[config.mk]
export PLATFORM = sky130hd
export DESIGN_NAME = c_ram_port_arbiter
export DESIGN_NICKNAME = d
export VERILOG_FILES = /design/src/rtl/c_ram_port_arbiter.sv
export SDC_FILE = /design/constraint.sdc
export NUM_CORES = 1
export LEC_CHECK = 0
export ABC_AREA = 1
export BUFFER_PORTS_ARGS = -buffer_cell sky130_fd_sc_hd__buf_4
export CORE_UTILIZATION = 46
export CTS_BUF_LIST = sky130_fd_sc_hd__clkbuf_4 sky130_fd_sc_hd__clkbuf_8
export DETAILED_ROUTE_END_ITERATION = 12
export MAX_ROUTING_LAYER = met4
export PLACE_DENSITY = 0.83
export SYNTH_ARGS = -nofsm -noshare
export SYNTH_HDL_FRONTEND = slang
export SYNTH_SLANG_ARGS = --single-unit
[constraint.sdc]
create_clock -name clk -period 1.2 [get_ports clk]
set_clock_uncertainty 0.1 [all_clocks]
set_input_delay 0.12 -clock clk [delete_from_list [all_inputs] [get_ports clk]]
set_output_delay 0.12 -clock clk [all_outputs]
set_load 0.1 [all_outputs]
[src/rtl/c_ram_port_arbiter.sv]
// Single-port RAM arbiter: one write channel and NUM_RD read channels, registered RAM control,
// and read data returned to the issuing channel with a one-hot valid tag.
module c_ram_port_arbiter #(
    parameter int                AW        = 4,
    parameter int                DW        = 32,
    parameter int                NUM_RD    = 2,
    parameter int                RD_LAT    = 1,
    parameter int                WR_OFFSET = 1,
    parameter logic [NUM_RD-1:0] RD_OFFSET = NUM_RD'(1),
    parameter int                RR_EN     = 0
) (
    input  logic                 clk,
    input  logic                 rst,
    input  logic                 wr_req,
    input  logic [AW-1:0]        wr_addr,
    output logic                 wr_gnt,
    input  logic [NUM_RD-1:0]    rd_req,
    input  logic [NUM_RD*AW-1:0] rd_addr,
    output logic [NUM_RD-1:0]    rd_gnt,
    output logic [AW-1:0]        op_address,
    output logic                 ram_en,
    output logic                 ram_w_or_r,
    input  logic [DW-1:0]        ram_rdata,
    output logic [DW-1:0]        rd_data,
    output logic [NUM_RD-1:0]    rd_valid
);

    localparam int          PW  = (NUM_RD > 1) ? $clog2(NUM_RD) : 1;
    localparam int unsigned NRD = NUM_RD;
    localparam int unsigned LAT = RD_LAT;

    logic [PW-1:0]     rr_ptr;
    logic [PW-1:0]     sel_idx;
    logic [PW-1:0]     cand;
    logic              rd_any;
    logic [AW-1:0]     wr_eff;
    logic [AW-1:0]     rd_eff   [NUM_RD];
    // One stage beyond RD_LAT so the tag lines up with the cycle ram_rdata is sampled.
    logic [NUM_RD-1:0] tag_pipe [RD_LAT+1];

    // Subtracting one in AW bits wraps 0 to all-ones.
    assign wr_eff = (WR_OFFSET != 0) ? wr_addr - AW'(1) : wr_addr;

    always_comb begin
        for (int unsigned i = 0; i < NRD; i++) begin
            rd_eff[i] = RD_OFFSET[i] ? rd_addr[i*AW +: AW] - AW'(1) : rd_addr[i*AW +: AW];
        end
    end

    always_comb begin
        wr_gnt  = wr_req && !rst;
        rd_gnt  = '0;
        sel_idx = '0;
        cand    = '0;
        rd_any  = 1'b0;
        if (!rst && !wr_req) begin
            for (int unsigned k = 0; k < NRD; k++) begin
                cand = (RR_EN != 0) ? PW'((32'(rr_ptr) + 32'd1 + k) % NRD) : PW'(k);
                if (!rd_any && rd_req[cand]) begin
                    rd_any  = 1'b1;
                    sel_idx = cand;
                end
            end
            if (rd_any) begin
                rd_gnt[sel_idx] = 1'b1;
            end
        end
    end

    always_ff @(posedge clk) begin
        if (rst) begin
            ram_en     <= 1'b0;
            ram_w_or_r <= 1'b0;
            op_address <= '0;
            rr_ptr     <= PW'(NUM_RD - 1);
            rd_data    <= '0;
            rd_valid   <= '0;
            for (int unsigned j = 0; j <= LAT; j++) begin
                tag_pipe[j] <= '0;
            end
        end else begin
            ram_en <= wr_gnt || rd_any;
            if (wr_gnt) begin
                ram_w_or_r <= 1'b1;
                op_address <= wr_eff;
            end else if (rd_any) begin
                ram_w_or_r <= 1'b0;
                op_address <= rd_eff[sel_idx];
                rr_ptr     <= sel_idx;
            end
            tag_pipe[0] <= rd_gnt;
            for (int unsigned j = 1; j <= LAT; j++) begin
                tag_pipe[j] <= tag_pipe[j-1];
            end
            rd_valid <= tag_pipe[RD_LAT];
            if (|tag_pipe[RD_LAT]) begin
                rd_data <= ram_rdata;
            end
        end
    end

endmodule

Word level (Yosys, flattened, before mapping):

Memories as Yosys holds them, arrays and structs flattened.
Index checks and enable logic that the tools add are counted.

* add/sub/neg operators: 2
* order comparisons: 3
* multiplexer cells: 24
* bitwise logic cells: 3
* reduce and logical (&&, ||, !) cells: 10

Operators by type and width (count)
* 4-bit 2-to-1 mux: 5
* 1-bit 2-to-1 mux: 14
* 2-bit 2-to-1 mux: 4
* 4-bit by 1-bit subtractor with 4-bit output (second input constant): 2
* 1-bit logical AND: 4
* 1-bit zero test: 3
* 2-bit >= comparator (second input constant): 1
* 1-bit by 2-bit less-than comparator with 1-bit output (second input constant): 1
* 1-bit inverter with 2-bit output: 1
* 1-bit bitwise OR: 2
* 2-bit nonzero test: 1
* 2-bit OR reduction: 1
* 1-bit demux with 1-bit select: 1
* 1-bit >= comparator (second input constant): 1
* 1-bit logical OR: 1

* flip-flop bits (word level): 40
* bits in writable memories: 4
* input port bits: 49
* output and inout port bits: 43
* logic and storage cells: 48
* memories kept: 1

Memories
* tag_pipe: words 2, width 2, rd ports 2, clocked after memory_dff 0, wr ports 2, line 39 `logic [NUM_RD-1:0] tag_pipe [RD_LAT+1];`

Longest topological paths before layout:

* depth after elaboration: 14
* mapped depth: 8
* depth with buffers taken out: 8

Least setup slack after synthesis:

Ideal clock, no wire load.

* path kind: input to output
* start: input rst
* end: output rd_gnt[0]
* arrival time: 1.634 ns
* required time: 0.980 ns
* path slack: -0.654 ns
* stages on the path: 4
* path buffers: 1
* cells stage by stage: buf_6 > inv_2 > nand2_1 > nor2_1

* longest elaborated chain between the ends: 3

RTL lines
* start: declaration: line 13 `input logic rst,`
* 1-bit zero test: line 56 `if (!rst && !wr_req) begin`
* 1-bit logical AND: line 56
* 2-bit 2-to-1 mux: line 56
* end: declaration: line 19 `output logic [NUM_RD-1:0] rd_gnt,`

Every way passes these cells.

==> run metrics <==
outcome=completed; maximum clock frequency=0.859 GHz; clk sink count=44; antenna cell count=0; worst vdd ir=0.815 mV; layout cells sized above 1=0.468; Top Ports=92; ys flop type=dfxtp_1; Die Area=0.00412 mm^2; area leader, netlist=dfxtp_1; final setup margin=0.0357 ns; DP Wirelength=3090 um; via count of the routed design=1,875; reg2reg end=rd_data[23]; Final Non-Filler Cells=390; critical path data required time=1.28 ns; row cnt=22; Yosys top cell area share=0.495; period utilisation layout=0.970; pin count of the biggest net entering global routing=33; # port buffers=91; synth warn=0; CTS buffer count=5; P_int=0.00258 W; final antenna-violating net count=0; Post-synth EDFFs=0; #FFs+latches synth=44; syn avg cell area=7.84 um^2; CP Capture Type=flip-flop; critical path class=reg -> reg; Die Y=64.2 um; Overall Global Routing Usage=0.238; register share of total power=0.404; Placed Cells incl. Taps=360; H-tree Lvls=2; startpoint types=flip-flop; First-pass DRT Iterations=4; worst r2r src=tag_pipe[0][3]; final wirelength=4750 um; # setup viols final=0; Sw Share=0.345; cell count after synthesis=227; vias in the first global route=1,672; clock share of power=0.297; placeable core region=0.00369 mm^2; hold path cells=3; DR WL/cell=12.2 um; RSZ-0062 raised after global routing=no; fin util=0.786; clock-pin slew on the worst setup and hold paths=0.08 ns; hold-critical path endpoint=rd_data[30]; multi-input logic area=752 um^2; Cell Area, Synth=0.00178 mm^2; Tmin final=1.16 ns; Tightest Pin Transition=0.321 ns; most common cell in the netlist=nor2_1; reg2reg path depth=4; Worst slew margin=0.784; DRT iter0 DRCs=101; switching power=0.00136 W; worst reg2reg setup slack=0.04 ns; final-layout fill cell count=266; Logic pwr share=0.298; Final GP Congestion=0.803; Critical Path Start=tag_pipe[0][3]; cell area power density=1360 mW/mm^2; Area Overhead vs Synth=62.9%; final hold vios=0; Reg area=927 um^2; distinct cell type count after synthesis=26; first-pass GRT wire length=7270 um; Post-CTS Setup Bufs=0; fin nets=392; via/cell ratio=4.81; Max clock buf depth=2; CTS root buffer=clkbuf_8; die width=64.2 um; Initial Util=0.483; Synth top cells by count=nor2_1, dfxtp_1, o21ai_0; Pleak=1.38 nW; Worst EP arrival=1.24 ns; initial antenna violation count=0; setup_tns=0 ns; Setup WS pre-CTS=0.0684 ns; Clk Latency, worst-skew pair=0.28 ns; max_cap viols=0; post-synth net total=278; CP max FO=19; ranking of synthesized cells by area=dfxtp_1, nor2_1, o21ai_0; Max Slew Vio Count=0; async set or reset register ratio after synthesis=0; min-delay src=ram_rdata[30]; grt ovf=0; Hold Crit Class=in -> reg; drc violations=0; TritonCTS clock tree=built; register area share after synthesis=0.495
[worst max path at each step]
stage | depth (start not counted) | end
3_3_place_gp | 5 | rd_gnt[0]
3_5_place_dp | 5 | rd_gnt[0]
5_1_grt | 4 | rd_data[23]
6_report | 4 | rd_data[23]
4_1_cts | 1 | op_address[0]
2_1_floorplan | 6 | op_address[2]
[final cells by class]
cell class | instances | share of cell area
Inverter | 20 | 0.0285
Timing Repair Buffer | 118 | 0.330
Clock inverter | 2 | 0.0134
Tap cell | 48 | 0.0207
Sequential cell | 44 | 0.320
Multi-Input combinational cell | 152 | 0.259
Clock buffer | 6 | 0.0285
[routing by layer]
metal / wire length [um] / GRT usage / part of all wire
met4: 87 / 0.0917 / 0.018
met1: 1880 / 0.250 / 0.40
met2: 2470 / 0.419 / 0.52
met3: 315 / 0.0679 / 0.066
met5: 0 / - / 0
[cell usage in the layout (no fill, tap or decap), types with 3 or more instances in the layout]
cell type	count
nand3_1	6
nand2_1	10
a21oi_1	5
dlygate4sd3_1	22
clkbuf_8	6
nor2_4	4
o21ai_0	28
inv_2	5
buf_4	94
dfxtp_1	7
o21ai_1	8
dfxtp_2	37
inv_1	13
nand3b_1	3
nor2_1	76
[stage by stage]
stage,hold slack [ns],power (W),instance area (um^2)
after CTS,0.0000867,0.00394,2890
after floorplan,0.168,0.00244,1830
final,0.0000995,0.00394,2900
after global routing,0.00269,0.00410,2900
after detailed placement,0.265,0.00273,2550
after global placement,0.256,0.00272,2550
[flip-flops by register name (all words and copies together) (netlist names)]
register and flops:
op_address 4, ram_en 1, ram_w_or_r 1, rd_data 32, rd_valid 2, tag_pipe 4
[worst max-delay path, stage by stage, from the launching register on]
cell and delay (ns):
dfxtp_1 0.38, nor2_4 0.06, buf_6 0.15, o21ai_0 0.29
nor2_1 0.08
[power by group through the flow]
| stage | clock [W] | combinational (W) | sequential [W] |
|---|---|---|---|
| global placement | 0 | 0.00109 | 0.00162 |
| floorplan | 0 | 0.000270 | 0.00217 |
| finish | 0.00117 | 0.00118 | 0.00159 |
| detailed placement | 0 | 0.00111 | 0.00163 |
| global route | 0.00126 | 0.00123 | 0.00160 |
| CTS | 0.00118 | 0.00117 | 0.00159 |
[logic make-up after synthesis]
group / after synthesis / share of synthesized area
and+or+nand+nor: 104 / 0.256
AOI/OAI and AO/OA: 44 / 0.134
DFF: 44 / 0.495
buffers and inverters: 31 / 0.0914
xor gates and xnor gates: 2 / 0.00984
adders and majority gates: 2 / 0.0141
[timing repair]
action	in CTS	in global routing
setup endpoints to repair	0	2
endpoints found under the hold margin	22	0
gates resized for setup	0	3
hold buffers	22	0
Note: power is estimated with default switching activity, not from simulation.
